<file path="src/rtl/mac_accum16_pkg.sv">
// Shared definitions for the mac_accum16 multiply-accumulate block:
// FSM state encoding, default widths and multiplier operand/product widths.
package mac_accum16_pkg;

  // Default accumulator width (legal range 32..48) and beat-counter width.
  localparam int ACC_W_DEF = 40;
  localparam int CNT_W_DEF = 8;

  // Operand and full-product widths of the 16x16 multiplier.
  localparam int MUL_W  = 16;
  localparam int PROD_W = 2 * MUL_W;

  // Frame-level FSM:
  //   ST_ACC   - accepting beats, accumulating products
  //   ST_DRAIN - last beat taken, its product still in flight
  //   ST_HOLD  - result presented, waiting for the consumer
  typedef enum logic [1:0] {
    ST_ACC   = 2'd0,
    ST_DRAIN = 2'd1,
    ST_HOLD  = 2'd2
  } state_t;

endpackage : mac_accum16_pkg

</file>
<file path="src/rtl/mac_accum16_mult16bit.sv">
// mult16bit: combinational 16x16 unsigned array multiplier.
// Each row of the array is the multiplicand gated by one multiplier bit,
// shifted into place and added to the running row sum.
module mult16bit
  import mac_accum16_pkg::*;
(
  input  logic [MUL_W-1:0]  i_a,
  input  logic [MUL_W-1:0]  i_b,
  output logic [PROD_W-1:0] o_prod
);

  logic [PROD_W-1:0] w_row_sum;

  // Ripple the partial-product rows down the array, LSB row first.
  always_comb begin
    // NOTE: blocking '=' is correct inside always_comb; each row must see the
    // previous row's sum within the same evaluation, and the default first
    // assignment guarantees no latch is inferred.
    w_row_sum = '0;
    for (int i = 0; i < MUL_W; i++) begin
      w_row_sum = w_row_sum
                + ({{MUL_W{1'b0}}, i_a & {MUL_W{i_b[i]}}} << i);
    end
  end

  assign o_prod = w_row_sum;

endmodule : mult16bit

</file>
<file path="src/rtl/mac_accum16.sv">
// mac_accum16: streaming 16x16 unsigned multiply-accumulate.
// Beats (a, b) are accepted in frames terminated by in_last. Each product is
// registered at the accept edge and added into the accumulator one edge
// later, so back-to-back beats overlap. After the final product lands the
// sum, saturating beat count and sticky overflow are held until consumed.
module mac_accum16
  import mac_accum16_pkg::*;
#(
  parameter int ACC_W = ACC_W_DEF,
  parameter int CNT_W = CNT_W_DEF
) (
  input  logic             clk,
  input  logic             rst_n,
  input  logic             in_valid,
  output logic             in_ready,
  input  logic [15:0]      a,
  input  logic [15:0]      b,
  input  logic             in_last,
  output logic             out_valid,
  input  logic             out_ready,
  output logic [ACC_W-1:0] acc_out,
  output logic [CNT_W-1:0] beat_cnt,
  output logic             ovf
);

  // Reject accumulator widths the datapath is not built for.
  if (ACC_W < 32 || ACC_W > 48) begin : g_acc_w_check
    $error("mac_accum16: ACC_W must lie in 32..48");
  end

  state_t            r_state;
  state_t            w_next_state;

  logic              w_accept;
  logic              w_consume;
  logic [PROD_W-1:0] w_prod;
  logic [ACC_W:0]    w_sum;
  logic              w_cnt_sat;

  logic [PROD_W-1:0] r_prod_q;
  logic              r_prod_v;
  logic [ACC_W-1:0]  r_acc;
  logic [CNT_W-1:0]  r_cnt;
  logic              r_ovf;

  assign w_accept  = in_valid & in_ready;
  assign w_consume = out_valid & out_ready;

  // One extra bit above the accumulator captures the carry for ovf.
  assign w_sum     = {1'b0, r_acc} + (ACC_W + 1)'(r_prod_q);
  assign w_cnt_sat = &r_cnt;

  // Single shared array multiplier forms the beat product.
  mult16bit u_mult (
    .i_a    (a),
    .i_b    (b),
    .o_prod (w_prod)
  );

  // FSM state register.
  always_ff @(posedge clk or negedge rst_n) begin
    // NOTE: sequential state uses non-blocking '<=' so every register samples
    // pre-edge values regardless of process ordering.
    if (!rst_n) begin
      r_state <= ST_ACC;
    end else begin
      r_state <= w_next_state;
    end
  end

  // FSM next-state logic.
  always_comb begin
    w_next_state = r_state;
    unique case (r_state)
      ST_ACC:   if (w_accept && in_last) w_next_state = ST_DRAIN;
      // The product of the last beat is always pending here, so one edge
      // suffices to fold it in.
      ST_DRAIN: w_next_state = ST_HOLD;
      ST_HOLD:  if (out_ready) w_next_state = ST_ACC;
      default:  w_next_state = ST_ACC;
    endcase
  end

  // FSM outputs: handshake signals decoded from the current state.
  always_comb begin
    in_ready  = 1'b0;
    out_valid = 1'b0;
    unique case (r_state)
      ST_ACC:   in_ready  = 1'b1;
      ST_DRAIN: in_ready  = 1'b0;
      ST_HOLD:  out_valid = 1'b1;
      default:  in_ready  = 1'b0;
    endcase
  end

  // Product pipeline stage: capture the product on accept, flag it valid.
  always_ff @(posedge clk or negedge rst_n) begin
    if (!rst_n) begin
      r_prod_q <= '0;
      r_prod_v <= 1'b0;
    end else if (w_consume) begin
      r_prod_v <= 1'b0;
    end else begin
      r_prod_v <= w_accept;
      if (w_accept) begin
        r_prod_q <= w_prod;
      end
    end
  end

  // Accumulator with sticky overflow; wraps modulo 2^ACC_W.
  always_ff @(posedge clk or negedge rst_n) begin
    if (!rst_n) begin
      r_acc <= '0;
      r_ovf <= 1'b0;
    end else if (w_consume) begin
      r_acc <= '0;
      r_ovf <= 1'b0;
    end else if (r_prod_v) begin
      r_acc <= w_sum[ACC_W-1:0];
      if (w_sum[ACC_W]) begin
        r_ovf <= 1'b1;
      end
    end
  end

  // Saturating count of beats accepted in the current frame.
  always_ff @(posedge clk or negedge rst_n) begin
    if (!rst_n) begin
      r_cnt <= '0;
    end else if (w_consume) begin
      r_cnt <= '0;
    end else if (w_accept && !w_cnt_sat) begin
      r_cnt <= r_cnt + CNT_W'(1);
    end
  end

  assign acc_out  = r_acc;
  assign beat_cnt = r_cnt;
  assign ovf      = r_ovf;

endmodule : mac_accum16

</file>
<file path="config.mk">
export PLATFORM = sky130hd
export DESIGN_NAME = mac_accum16
export DESIGN_NICKNAME = d
export VERILOG_FILES = /design/src/rtl/mac_accum16_pkg.sv /design/src/rtl/mac_accum16_mult16bit.sv /design/src/rtl/mac_accum16.sv
export SDC_FILE = /design/constraint.sdc
export NUM_CORES = 1
export LEC_CHECK = 0
export BUFFER_PORTS_ARGS = -buffer_cell sky130_fd_sc_hd__buf_4
export CAP_MARGIN = 10
export CORE_MARGIN = 3
export CORE_UTILIZATION = 40
export CTS_BUF_LIST = sky130_fd_sc_hd__clkbuf_2 sky130_fd_sc_hd__clkbuf_4 sky130_fd_sc_hd__clkbuf_8
export CTS_CLUSTER_SIZE = 30
export DETAILED_ROUTE_END_ITERATION = 12
export PLACE_DENSITY = 0.58
export SYNTH_ARGS = -nofsm -noshare
export SYNTH_HDL_FRONTEND = slang
export SYNTH_HIERARCHICAL = 1
export SYNTH_SLANG_ARGS = --single-unit
</file>
<file path="constraint.sdc">
create_clock -name clk -period 2.9 [get_ports clk]
set_input_delay 0.29 -clock clk [delete_from_list [all_inputs] [get_ports clk]]
set_output_delay 0.29 -clock clk [all_outputs]
set_load 0.01 [all_outputs]
</file>
==> results of run 1 <==
==> kinds of logic (layout without fill, tap and decap cells) <==
kind of cell	count (synthesis)	count (layout)	synth area share (%)
buffers and inverters	277	512	7.79
adder cells (fa/ha/maj)	311	311	38.7
XOR/XNOR	62	62	3.96
multiplexers	58	58	4.53
AND/OR/NAND/NOR	486	486	17.0
AO/OA/AOI/OAI	262	262	12.7
flip-flops	84	84	15.3
==> worst max-delay path, delay by kind of cell <==
family	cells	cell delay, ps
adder cells (fa/ha/maj)	12	4940
buffers and inverters	8	420
multiplexers	1	170
XOR/XNOR	1	200
AO/OA/AOI/OAI	8	1400
AND/OR/NAND/NOR	2	290
==> final timing paths <==
kind                                       endpoint                    start  slack (ps)
max                        r_prod_q[28]$_DFFE_PN0P_                     b[2]       -4480
min                          acc_out[2]$_DFFE_PN0P_                    rst_n         100
max reg2reg                 acc_out[35]$_DFFE_PN0P_  acc_out[17]$_DFFE_PN0P_         150
min reg2reg                 r_prod_q[0]$_DFFE_PN0P_  r_prod_q[0]$_DFFE_PN0P_         520
max in group asynchronous        r_prod_v$_DFF_PN0_                    rst_n        2090
min in group clk             r_state[0]$_DFFE_PN0P_                  in_last         150
==> cell usage in the layout, fill, tap and decap left out, types with 8 or more instances in the layout <==
master,count
a211oi_1,9
a21o_1,30
a21oi_1,62
a21oi_2,10
and2_1,87
and2_4,16
and3_1,13
buf_4,257
buf_6,19
clkbuf_8,10
dfrtp_1,83
fa_1,177
fa_2,11
ha_1,103
ha_4,20
inv_1,193
inv_2,17
mux2_2,13
mux2_4,20
mux2i_1,25
nand2_1,216
nand3_1,18
nand4_1,14
nor2_1,60
nor3_1,12
o21ai_0,36
o21ai_1,22
o21ai_2,8
o21bai_1,12
xnor2_1,32
xor2_1,26
==> through the flow <==
step           instances  hold slack (ps)  TNS [ps]
3_5_place_dp        2180              506    -98210
5_1_grt             2223              145    -91670
3_3_place_gp        2180              503    -96750
4_1_cts             2211              123    -85800
2_1_floorplan       1540            -5.59    -87530
6_report            2223              101    -86720
==> per-layer routing <==
layer	GRT usage [%]	routed length (µm)	up-vias
li1	-	-	5492
met5	0	0	-
met1	26.4	15700	5590
met2	33.2	16200	208
met4	3.75	414	0
met3	1.36	1090	29
==> final cells by class <==
class	count	area (µm²)	area share [%]
multi-input cells	1179	11200	65.2
repair buffers	286	2310	13.5
flip-flops and latches	84	2100	12.3
inverters	210	788	4.60
well taps	448	561	3.27
clock buffers	11	145	0.848
clock inverters	5	60.1	0.351
==> registers in the layout, indices dropped and copies added, names as in the netlist <==
register  flops
r_prod_q     32
ovf           1
r_state       2
beat_cnt      8
acc_out      40
r_prod_v      1
==> what timing repair did <==
action                                 CTS  global route
resized for setup                       77            32
pin swaps                               62            48
setup endpoints to repair               26            29
cloned                                   0             0
buffers inserted                        21            13
endpoints found under the hold margin    0             0
==> impl_metrics.yaml, run 1 <==
run_status:
  outcome: "finished, violations left"
  violations: "setup timing"
floorplanning:
  fp-row-count: 67
  design.die.area_um2: 36500
  die_h_um: 191
  core_area_um2: 33700
  pin_count: 88
  initial_utilization_pct: 40.7
  die_w_um: 191
drt:
  post-route-drc-count: 0
  viasPerCell: 5.09
  wl_per_cell_um: 15.0
  drt_pass1_iterations: 5
  antenna_left: 0
  wirelength_um: 33400
  drt_iter0_drc: 618
  vias: 11300
sta:
  worst-slew-pin-transition_ps: 1040
  clock_skew_ps: 15.3
  finalCritPeriodShare_pct: 255
  rsz0062_at_grt: "true"
  fmax_mhz: 135
  postLayoutSetupSlackWorst_ps: -4480
  min_period_ps: 7380
  slew_headroom_pct: 30.7
  setup_violations: 26
  finalMaxSlewViolations: 0
  timing_hold_violations_final: 0
global_routing:
  grtUsageTotal_pct: 19.1
  grt_pass1_wl_um: 57700
  grt_antenna_before_repair: 0
  grt_remaining_overflow: 0
  grt_pass1_vias: 11700
  grt_max_degree: 85
place:
  portBuffers: 87
  pre_cts_ws_ps: -4970
  dp_hpwl_um: 27700
  place_area_um2: 16300
  routabilityCongestion: 0.888
finish:
  nNetsFinal: 2118
  drive_above_1_share_pct: 25.7
  syn_to_final_growth_pct: 24.8
  final_util_pct: 50.8
  design_area_um2: 17100
  antennaDiodeCount: 0
  fillers: 3258
logic_synthesis:
  yosys_warnings: 6
  synth_area_um2: 13700
  synth_most_common_cell: "nand2_1"
  syn_inst: 1540
  ys_async_sr_fraction_pct: 100
  synth_top_flop_cell: "dfrtp_1"
  yosys-top-cells-count: "nand2_1, inv_1, fa_1, ha_1, and2_1"
  synth-seq-area-share_pct: 15.3
  yosysTopAreaCell: "fa_1"
  syn_nets: 1888
  synth-edff-count: 0
  synthTopCellsByArea: "fa_1, dfrtp_1, ha_1"
  postSynthAreaPerCell_um2: 8.91
  synth-seq-cells: 84
  yosys.area.top_type_share_pct: 27.4
  yosys.cell_types.count: 71
clock_tree:
  cts_hold_buf: 0
  cts.clk_slew.worst_paths_ps: 90
  htreeDepth: 3
  cts_tree: "done"
  clock_latency_ps: 380
  cts_buffers: 9
  cts-root-buf: "clkbuf_8"
  clockBufferDepth: 2
  clkSinkCount: 84
critical_path:
  crit_required_ps: 3220
  crit_type: "input port to flop"
  slowest_stage: "fa_1"
  critPathLaunchType: "input port"
  end_kind: "flop"
  worstPathArrival_ps: 7700
  rr_worst_depth: 9
  worst-path-max-fanout: 5
  slowest_delay_ps: 550
flow_run:
  drv_cap: 0
min_path:
  hold_path_class: "input port to asynchronous set/reset pin"
Power of run 1 is not shown: default switching activity piles up to over one toggle a cycle in this logic, so the estimate is an artifact.
==> run 2, diff against run 1 <==
--- a/config.mk
+++ b/config.mk
@@ -5,6 +5,7 @@
 export SDC_FILE = /design/constraint.sdc
 export NUM_CORES = 1
 export LEC_CHECK = 0
+export ABC_AREA = 1
 export BUFFER_PORTS_ARGS = -buffer_cell sky130_fd_sc_hd__buf_4
 export CAP_MARGIN = 10
 export CORE_MARGIN = 3
==> run 2 against run 1 <==
Compared with the run above:
- the run still ends with setup timing left
- synthesized cell count increased by 40%
- worst setup slack improved by 710 ps
- worst hold slack better by 10 ps
- first-iteration DRC count shrank 5.3%
- area after synthesis up 8.0%
- global-route usage is 1.4 points higher
- largest cell class unchanged
==> impl_metrics.yaml, run 2 <==
place:
  portBuffers: 87
  pre_cts_ws_ps: -4330
  dp_hpwl_um: 32700
  routabilityCongestion: 0.892
  dpl.cell_count: 2773
  place_area_um2: 17100
drt:
  drt_iter0_drc: 585
  antenna_left: 0
  wl_per_cell_um: 13.7
  drt_pass1_iterations: 5
  post-route-drc-count: 0
  wirelength_um: 38600
  viasPerCell: 4.75
  vias: 13400
global_routing:
  grtUsageTotal_pct: 20.4
  grt_max_degree: 35
  grt_pass1_wl_um: 66300
  grt_antenna_before_repair: 0
  grt_remaining_overflow: 0
  grt_pass1_vias: 13600
clock_tree:
  cts-root-buf: "clkbuf_8"
  clock_latency_ps: 380
  clockBufferDepth: 2
  cts.clk_slew.worst_paths_ps: 110
  cts_buffers: 9
  clkSinkCount: 84
  cts_tree: "done"
  htreeDepth: 3
critical_path:
  worstPathArrival_ps: 7000
  slowest_stage: "fa_1"
  worst-path-max-fanout: 7
  critPathLaunchType: "input port"
  worstSetupStartpoint: "a[8]"
  r2r_slack_ps: 540
  crit_end: "r_prod_q[30]$_DFFE_PN0P_"
  slowest_delay_ps: 540
  cpMostUsedCell: "inv_2"
  crit_type: "input port to flop"
  reg2reg_to: "acc_out[30]$_DFFE_PN0P_"
  crit_required_ps: 3230
  rr_worst_depth: 12
  end_kind: "flop"
  regToRegStartpoint: "acc_out[0]$_DFFE_PN0P_"
logic_synthesis:
  syn_nets: 2508
  synth-edff-count: 0
  postSynthAreaPerCell_um2: 6.86
  yosys.area.top_type_share_pct: 25.4
  yosys_warnings: 6
  syn_inst: 2160
  synth_top_flop_cell: "dfrtp_1"
  synth-seq-cells: 84
  yosysTopAreaCell: "fa_1"
  synth_most_common_cell: "nand2_1"
  yosys-top-cells-count: "nand2_1, inv_1, fa_1, ha_1, nor2_1"
  synth_area_um2: 14800
  ys_async_sr_fraction_pct: 100
  synthTopCellsByArea: "fa_1, nand2_1, dfrtp_1"
  yosys.cell_types.count: 36
  synth-seq-area-share_pct: 14.2
run_status:
  outcome: "finished, violations left"
  violations: "setup timing"
floorplanning:
  initial_utilization_pct: 41.1
  die_w_um: 198
  design.die.area_um2: 39400
  die_h_um: 198
  core_area_um2: 36000
  fp-row-count: 69
  pin_count: 88
sta:
  fmax_mhz: 150
  setup_violations: 25
  tns_ps: -74840
  timing_hold_violations_final: 0
  finalMaxSlewViolations: 0
  clock_skew_ps: 22.8
  worst-slew-pin-transition_ps: 695
  finalCritPeriodShare_pct: 230
  min_period_ps: 6670
  postLayoutSetupSlackWorst_ps: -3770
  slew_headroom_pct: 53.6
  rsz0062_at_grt: "true"
finish:
  seq_area_um2: 2100
  design_area_um2: 18100
  syn_to_final_growth_pct: 22.0
  fin_cells: 2813
  drive_above_1_share_pct: 19.5
  multi_input_area_um2: 11300
  final_cell_mix: "nand2_1, inv_1, buf_4, fa_1, ha_1"
  antennaDiodeCount: 0
  largest_reg_flops: 40
  mostFrequentLayoutCell: "nand2_1"
  nNetsFinal: 2695
  fillers: 3593
min_path:
  hold_path_class: "input port to flop"
flow_run:
  drv_cap: 0
==> run 2: cell types whose count changed after synthesis, moves of 20 or more <==
cell      previous run  this run
nand2_1            223       796
inv_1              210       463
and2_1             104         5
nand3_1             18        60
mux2_2              33         0
nor2_1              60        93
a21o_1              30         3
nand2_2              0        26
mux2i_1             25         0
xnor2_1             35        11
o21ai_1             22         0
clkbuf_1            50        70
==> run 2: kinds of logic (layout without fill, tap and decap cells) <==
family	after synthesis	in the layout	synth area share (%)
and+or+nand+nor	1052	1052	29.3
buffers and inverters	545	737	13.9
adders and majority gates	311	311	35.8
AOI/OAI and AO/OA	143	143	5.31
DFF	84	84	14.2
xor gates and xnor gates	25	25	1.48
==> run 2: how the worst min path moves through the flow <==
stage,from,endpoint,slack (ps),cells after the start
3_3_place_gp,rst_n,acc_out[2]$_DFFE_PN0P_,260,1
3_5_place_dp,rst_n,acc_out[2]$_DFFE_PN0P_,260,1
5_1_grt,in_last,r_state[0]$_DFFE_PN0P_,80,3
2_1_floorplan,rst_n,acc_out[0]$_DFFE_PN0P_,-6,0
4_1_cts,in_last,r_state[0]$_DFFE_PN0P_,90,3
6_report,in_last,r_state[0]$_DFFE_PN0P_,110,3
==> run 2: worst max-delay path, delay by kind of cell <==
family                   cells  cell delay, ps
adder cells (fa/ha/maj)     12            4970
AND/OR/NAND/NOR             12             840
XOR/XNOR                     1             160
AO/OA/AOI/OAI                1             200
buffers and inverters       10             510
==> run 2: area by class of cell <==
cell class | count | share of cell area (%)
clock buffer | 9 | 0.685
clock inverter | 7 | 0.422
multi-input combinational | 1531 | 62.5
timing repair buffer | 254 | 11.9
inverter | 467 | 9.71
sequential | 84 | 11.6
tap | 461 | 3.19
==> run 2: timing repair <==
item,4_1_cts,5_1_grt
pin swaps,49,44
buffers inserted,15,9
cloned,0,0
hold buffers,1,0
setup endpoints to repair,26,26
hold endpoints to repair,32,0
resized for setup,100,72
==> run 2: through the flow <==
step,util [%],hold WS (ps)
after floorplan,-,-5.59
after global placement,47.4,255
after detailed placement,47.4,259
after CTS,49.2,89.3
after global routing,50.2,84.6
final,50.2,111
==> run 2: layer usage <==
layer	vias up	share of wire, %	global-route usage, %	routed length, µm
met5	-	0	0	0
met4	0	1.4	3.88	531
met3	31	2.9	1.64	1130
met2	215	47	34.8	18200
met1	6355	48	28.9	18600
li1	6762	-	-	-
Power of run 2 is left out for the same reason.
